$ cat src/rtl/ppu_mem_arbiter.sv
// PPU main-memory arbiter: three requesters (sprite, background, CPU) share a
// single registered read/write port. Fixed priority spr > bg > cpu, except that
// a CPU which has been denied STARVE_LIMIT cycles in a row jumps to the front.
// A tag pipeline routes each returning read word back to its requester.
module ppu_mem_arbiter #(
  parameter int READ_LATENCY = 3,
  parameter int STARVE_LIMIT = 8
) (
  input  logic        clk_i,
  input  logic        reset_i,
  input  logic        spr_req_i,
  input  logic [13:0] spr_addr_i,
  output logic        spr_gnt_o,
  output logic        spr_rvalid_o,
  output logic [31:0] spr_rdata_o,
  input  logic        bg_req_i,
  input  logic [13:0] bg_addr_i,
  output logic        bg_gnt_o,
  output logic        bg_rvalid_o,
  output logic [31:0] bg_rdata_o,
  input  logic        cpu_req_i,
  input  logic        cpu_we_i,
  input  logic [3:0]  cpu_be_i,
  input  logic [13:0] cpu_addr_i,
  input  logic [31:0] cpu_wdata_i,
  output logic        cpu_gnt_o,
  output logic        cpu_rvalid_o,
  output logic [31:0] cpu_rdata_o,
  output logic [13:0] mem_addr_o,
  output logic        mem_en_o,
  output logic [3:0]  mem_we_o,
  output logic [31:0] mem_wdata_o,
  input  logic [31:0] mem_rdata_i
);

  // One tag stage per cycle between grant and data return.
  localparam int         STAGES = READ_LATENCY + 1;
  localparam logic [3:0] LIMIT  = 4'(STARVE_LIMIT);
  localparam logic [1:0] ID_SPR = 2'd0;
  localparam logic [1:0] ID_BG  = 2'd1;
  localparam logic [1:0] ID_CPU = 2'd2;

  logic [3:0]              starve_cnt_q, starve_cnt_d;
  logic                    starved;
  logic                    gnt_spr, gnt_bg, gnt_cpu;
  logic                    rd_issue;
  logic [1:0]              rd_id;
  logic                    mem_en_q, mem_en_d;
  logic [13:0]             mem_addr_q, mem_addr_d;
  logic [3:0]              mem_we_q, mem_we_d;
  logic [31:0]             mem_wdata_q, mem_wdata_d;
  logic [STAGES-1:0]       tag_vld_q;
  logic [STAGES-1:0][1:0]  tag_id_q;

  assign starved = (starve_cnt_q == LIMIT);

  // Winner selection for this cycle; nothing is granted while in reset.
  always_comb begin
    gnt_spr = 1'b0;
    gnt_bg  = 1'b0;
    gnt_cpu = 1'b0;
    if (!reset_i) begin
      if (starved && cpu_req_i) gnt_cpu = 1'b1;
      else if (spr_req_i)       gnt_spr = 1'b1;
      else if (bg_req_i)        gnt_bg  = 1'b1;
      else if (cpu_req_i)       gnt_cpu = 1'b1;
    end
  end

  assign spr_gnt_o = gnt_spr;
  assign bg_gnt_o  = gnt_bg;
  assign cpu_gnt_o = gnt_cpu;

  // Read accesses get a tag; CPU writes and idle cycles insert a bubble.
  assign rd_issue = gnt_spr | gnt_bg | (gnt_cpu & ~cpu_we_i);
  assign rd_id    = gnt_spr ? ID_SPR : (gnt_bg ? ID_BG : ID_CPU);

  // Next memory-port contents; address and write data hold when unused.
  always_comb begin
    mem_en_d    = gnt_spr | gnt_bg | gnt_cpu;
    mem_addr_d  = mem_addr_q;
    mem_we_d    = 4'b0000;
    mem_wdata_d = mem_wdata_q;
    if (gnt_spr)      mem_addr_d = spr_addr_i;
    else if (gnt_bg)  mem_addr_d = bg_addr_i;
    else if (gnt_cpu) begin
      mem_addr_d = cpu_addr_i;
      if (cpu_we_i) begin
        mem_we_d    = cpu_be_i;
        mem_wdata_d = cpu_wdata_i;
      end
    end
  end

  // Count consecutive denied CPU cycles, saturating at the promotion point.
  always_comb begin
    starve_cnt_d = 4'd0;
    if (cpu_req_i && !gnt_cpu)
      starve_cnt_d = starved ? starve_cnt_q : starve_cnt_q + 4'd1;
  end

  // Memory port registers and starvation counter.
  always_ff @(posedge clk_i) begin
    if (reset_i) begin
      mem_en_q     <= 1'b0;
      mem_addr_q   <= 14'd0;
      mem_we_q     <= 4'b0000;
      mem_wdata_q  <= 32'd0;
      starve_cnt_q <= 4'd0;
    end else begin
      mem_en_q     <= mem_en_d;
      mem_addr_q   <= mem_addr_d;
      mem_we_q     <= mem_we_d;
      mem_wdata_q  <= mem_wdata_d;
      starve_cnt_q <= starve_cnt_d;
    end
  end

  // Tag shift register; reset discards reads that are still in flight.
  always_ff @(posedge clk_i) begin
    if (reset_i) begin
      tag_vld_q <= '0;
      tag_id_q  <= '0;
    end else begin
      tag_vld_q <= {tag_vld_q[STAGES-2:0], rd_issue};
      tag_id_q  <= {tag_id_q[STAGES-2:0], rd_id};
    end
  end

  assign mem_en_o    = mem_en_q;
  assign mem_addr_o  = mem_addr_q;
  assign mem_we_o    = mem_we_q;
  assign mem_wdata_o = mem_wdata_q;

  assign spr_rvalid_o = tag_vld_q[STAGES-1] && (tag_id_q[STAGES-1] == ID_SPR);
  assign bg_rvalid_o  = tag_vld_q[STAGES-1] && (tag_id_q[STAGES-1] == ID_BG);
  assign cpu_rvalid_o = tag_vld_q[STAGES-1] && (tag_id_q[STAGES-1] == ID_CPU);

  assign spr_rdata_o = mem_rdata_i;
  assign bg_rdata_o  = mem_rdata_i;
  assign cpu_rdata_o = mem_rdata_i;

endmodule

$ cat config.mk
export PLATFORM = sky130hd
export DESIGN_NAME = ppu_mem_arbiter
export DESIGN_NICKNAME = d
export VERILOG_FILES = /design/src/rtl/ppu_mem_arbiter.sv
export SDC_FILE = /design/constraint.sdc
export NUM_CORES = 1
export LEC_CHECK = 0
export ABC_AREA = 1
export CORE_MARGIN = 5
export CORE_UTILIZATION = 30
export DETAILED_ROUTE_END_ITERATION = 8
export PLACE_DENSITY = 0.78
export SYNTH_ARGS = -nofsm -noshare
export SYNTH_HDL_FRONTEND = slang
export SYNTH_SLANG_ARGS = --single-unit
$ cat constraint.sdc
create_clock -name clk_i -period 1.6 [get_ports clk_i]
set_input_delay 0.4 -clock clk_i [delete_from_list [all_inputs] [get_ports clk_i]]
set_output_delay 0.4 -clock clk_i [all_outputs]
set_load 0.05 [all_outputs]
After elaboration in Yosys (flattened, before gate mapping). Cells that the tools add are included.

Bits in registers: 67. Output and inout port bits: 153. Bits of input ports: 116.

Equal/unequal tests: 3. $add $sub $neg: 1. Reduce and logical (&&, ||, !) cells: 12. Bitwise operators: 9. Multiplexer cells: 16.

Operators with widths (count): $mux W14 (3); $mux W1 (12); $logic_and A1 B1 Y1 (5); $not A1 Y1 (5); $reduce_or A5 Y1 (1); $add A4 B1 Y4 const B (1); $eq A4 B4 Y1 const B (1); $reduce_and A4 Y1 (1); $reduce_or A2 Y1 (2); $or A1 B1 Y1 (3); $reduce_bool A3 Y1 (1); $eq A2 B1 Y1 const B (1); $eq A2 B2 Y1 const B (1); $logic_not A2 Y1 (1); $mux W2 (1); $and A1 B1 Y1 (1); $logic_not A1 Y1 (1).

Depth between registers and ports, before layout.
Depth in word-level cells: 9. Gate-level depth with buffers: 10. Gate-level depth less buffers: 8.

Worst setup path before layout. OpenSTA, ideal clock, no wires.

Path kind: register to output. From: reg tag_vld_q[3]. To: out cpu_rvalid_o. Slack: -301 ps. Data required time: 1200 ps. Arrival: 1501 ps. Cell stages (with the launch flop): 3. Path buffers: 0. Path through: dfxtp_1 -> inv_1 -> nor3b_1.

Longest elaborated chain between the ends: 1.

RTL lines: start, declared (RTL line 52) `logic [STAGES-1:0] tag_vld_q;`; start signal, assigned (RTL line 125) `tag_vld_q <= {tag_vld_q[STAGES-2:0], rd_issue};`; $logic_and A1 B1 Y1 (RTL line 137) `assign cpu_rvalid_o = tag_vld_q[STAGES-1] && (tag_id_q[STAGES-1] == ID_CPU);`; end, declared (RTL line 27) `output logic cpu_rvalid_o,`.

No other way between the ends.

Final worst setup path.
From: in bg_req_i. To: out cpu_gnt_o.

Longest elaborated chain between the ends: 4.

RTL lines: start, declared (RTL line 16) `input logic bg_req_i,`; $mux W1 (RTL line 65) `else if (bg_req_i) gnt_bg = 1'b1;`; $mux W1 (RTL line 64) `else if (spr_req_i) gnt_spr = 1'b1;`; $mux W1 (RTL line 63) `if (starved && cpu_req_i) gnt_cpu = 1'b1;`; $mux W1 (RTL line 62) `if (!reset_i) begin`; end, declared (RTL line 26) `output logic cpu_gnt_o,`.

No other way between the ends.

==> results.cfg <==
[floorplan]
placementRows = 41
floorplan.core_area_um2 = 12500
initial_core_utilization_pct = 30.3
die_height_um = 122
die_w_um = 122
design.portCount = 269
die_area_um2 = 15000

[cells_and_area]
proportion_of_layout_cells_with_a_drive_suffix_above_1_pct = 33.0
final_nets = 685
area_added_between_synthesis_and_finish_pct = 57.7
antenna_diode_count = 0
final_cells = 744
fillerInstances = 1162

[worst_setup_path]
worst_r2r_path_depth = 12
ff2ff_setup_slack_ns = -0.09
crit_path_max_delay_cell_type = clkdlybuf4s50_1
worst_r2r_endpoint = mem_we_o[1]$_SDFF_PP0_
critical_path_required_ns = 1.20
endpoint = cpu_gnt_o
worst-endpoint-arrival_ns = 1.40
end_kind = output port
setup.worst_path.start_class = input pin
critPathMaxFanout = 3
crit_top_cell = inv_2
crit_start = bg_req_i
slowest_stage_delay_cp_ns = 0.41
path_cells = clkdlybuf4s50_1 -> inv_2 -> nand3_2 -> nand2_2 -> nand2_4 -> inv_2 -> buf_12
r2r_start = starve_cnt_q[0]$_SDFFE_PP0P_
timing_worst_setup_path_type = input pin to output port

[synthesis]
seq_area_frac_synth_pct = 35.4
proportion_of_register_bits_with_asynchronous_set_or_reset_after_synthesis_pct = 0
synth_top_cell_area_share_pct = 35.4
syn-instance-count = 497
synth_mux_area_share_pct = 0
synthTopCellsByArea = dfxtp_1 (35%), buf_4 (20%), nand2_1 (8.7%)
post-synth-top-area-cell = dfxtp_1
netlist_top_cells_count = buf_4 (100), nand2_1 (88), dfxtp_1 (67), inv_1 (67), nand3_1 (33)
syn-num-nets = 615
yosys_warnings = 0
ys_seq_elements = 67
synth-adder-area-share_pct = 0.661
synthesis.area_um2 = 3790
dominant_combinational_cell_family_by_area_after_synthesis = buffers and inverters
synthXorXnorAreaFrac_pct = 0.231
synth_simple_gate_area_share_pct = 21.1
yosys_most_used_dff = dfxtp_1
synth_area_per_inst_um2 = 7.62
yosys.cell_count.top_type = buf_4
synth_compound_area_share_pct = 11.8
yosys.cell_types.count = 30
synth_edf_count = 0

[outcome]
violations = negative setup slack
status = finished, violations left

[global_routing]
grt_util_met1_pct = 14.8
maximum_number_of_pins_on_one_net_before_global_route_repair = 34
global_route.usage.met3_pct = 9.08
antenna_found_initial = 1
grt_pass1_vias = 3192
grt_first_pass_wirelength_um = 17700
groute.layer.met2.usage_pct = 28.2
globalRoute.busiestLayer = met2
grt.total_usage_pct = 15.7
grt_overflow_total = 0

[route]
route.detailed.vias_per_inst = 4.39
drt_pre_antenna_iters = 4
post_drt_wl_per_cell_um = 16.3
drt_iter0_drc = 133
drc = 0
postRouteWirelength_um = 12200
antenna_left = 0
detailroute.via_count = 3264

[sta]
worstMarginPinSlew_ns = 0.359
timing.slew.headroom_pct = 76.0
period_needed_ns = 1.80
fin_worst_hold_slack_ns = 0.399
rsz0062_at_grt = true
timing.final.setup_violations = 20
timing.clock.skew_ns = 0.00734
maxClockFrequency_mhz = 556
timing.final.ws_setup_ns = -0.197
hold_violation_count_in_the_final_report = 0
number_of_pins_with_negative_max_slew_slack_in_the_final_report = 0
period_share_pct = 112

[min_path]
worst_hold_path_type = register to register

[clock_network]
cts_buffers = 9
clk_path_buf_depth = 2
clk_latency_ns = 0.33
clock_transition_at_the_registers_of_the_reported_paths_ns = 0.05
cts_num_sinks = 67
cts.root.buffer_cell = clkbuf_16
h-tree-depth = 3
clock_tree_from_tritoncts = done
cts_hold_buffers = 0

[placement]
detailedPlacementHpwl_um = 8880
routabilityCongestion = 0.811
port_buffers = 140
post-place-cells = 712

[power_and_ir_drop]
pwr_density_cell_nw_per_um2 = 835
static-leakage-power_uw = 0.00259
ir_drop_uv = 506

[flow_run]
maxCapViolCount = 0
==> area by class of cell <==
class	count	area, µm²	area share [%]
clock buffers	13	270	4.52
clock inverters	3	68.8	1.15
multi-input cells	239	1400	23.4
flip-flops and latches	67	1340	22.5
repair buffers	180	2400	40.2
well taps	172	215	3.60
inverters	70	278	4.65
==> how the worst min path moves through the flow <==
stage	end	from	cells past startpoint
finish	tag_id_q[2]$_SDFF_PP0_	tag_id_q[0]$_SDFF_PP0_	2
global route	tag_id_q[5]$_SDFF_PP0_	tag_id_q[3]$_SDFF_PP0_	2
CTS	tag_id_q[2]$_SDFF_PP0_	tag_id_q[0]$_SDFF_PP0_	2
detailed placement	tag_id_q[2]$_SDFF_PP0_	tag_id_q[0]$_SDFF_PP0_	2
global placement	tag_vld_q[1]$_SDFF_PP0_	tag_vld_q[0]$_SDFF_PP0_	2
floorplan	tag_id_q[2]$_SDFF_PP0_	tag_id_q[0]$_SDFF_PP0_	2
==> critical path, delay by kind of cell <==
family,cells,cell delay [ns]
and+or+nand+nor,3,0.25
buffers and inverters,4,0.74
==> repair_timing <==
| item | 4_1_cts | 5_1_grt |
|---|---|---|
| pin swaps | 5 | 4 |
| setup endpoints to repair | 26 | 41 |
| endpoints found under the hold margin | 0 | 0 |
| resized for setup | 31 | 13 |
| cloned | 4 | 0 |
| buffers inserted | 11 | 1 |
==> flip-flops by register name, summed over array words and instances, names as in the netlist <==
signal,cells
starve_cnt_q,4
tag_vld_q,4
mem_addr_o,14
mem_we_o,4
mem_en_o,1
mem_wdata_o,32
tag_id_q,8
==> logic make-up (layout without fill, tap and decap cells) <==
group | count (synthesis) | in the layout
XOR/XNOR | 1 | 1
AO/OA/AOI/OAI | 67 | 67
AND/OR/NAND/NOR | 169 | 169
adder cells (fa/ha/maj) | 2 | 2
flip-flops | 67 | 67
buffers and inverters | 191 | 266
==> report_power, final <==
group          total, µW  switching (µW)  internal, µW
Sequential          1790            56.3          1740
Clock               2210             719          1490
Combinational        980             464           517
Total               4990            1240          3750
==> through the flow <==
stage	setup slack, ns	TNS [ns]	total power [µW]	utilization (%)	cell area, µm²
final	-0.197	-1.39	4990	47.7	5970
after global routing	-0.278	-4.86	5190	47.7	5970
after CTS	-0.217	-0.972	5050	47.2	5910
after floorplan	0.00658	0	2860	-	3830
after global placement	-0.355	-16.36	2740	42.4	5310
after detailed placement	-0.455	-19.62	2750	42.4	5310
==> metal layers <==
metal,wire length (µm),vias to the layer above
met1,3880,1465
met4,189,2
met3,1660,18
met2,6410,188
met5,12,-
li1,-,1591
==> cells in the final DEF (no fill, tap or decap), types with 2 or more instances in the layout <==
master,count
dlygate4sd2_1,3
buf_16,4
clkbuf_16,9
nand2_1,82
clkdlybuf4s50_1,80
nand3_2,4
buf_6,4
a21oi_2,7
o21ai_2,28
nor2_1,15
buf_12,59
buf_8,2
a21oi_1,10
o21ai_0,16
nand2_2,16
inv_1,61
nand2_4,3
clkbuf_8,3
bufinv_16,2
dfxtp_1,66
nor2_4,2
buf_4,28
nand4_1,14
nand3_1,28
clkinvlp_4,2
inv_2,5
o21ai_1,3
Note: power is estimated with default switching activity, not from simulation.
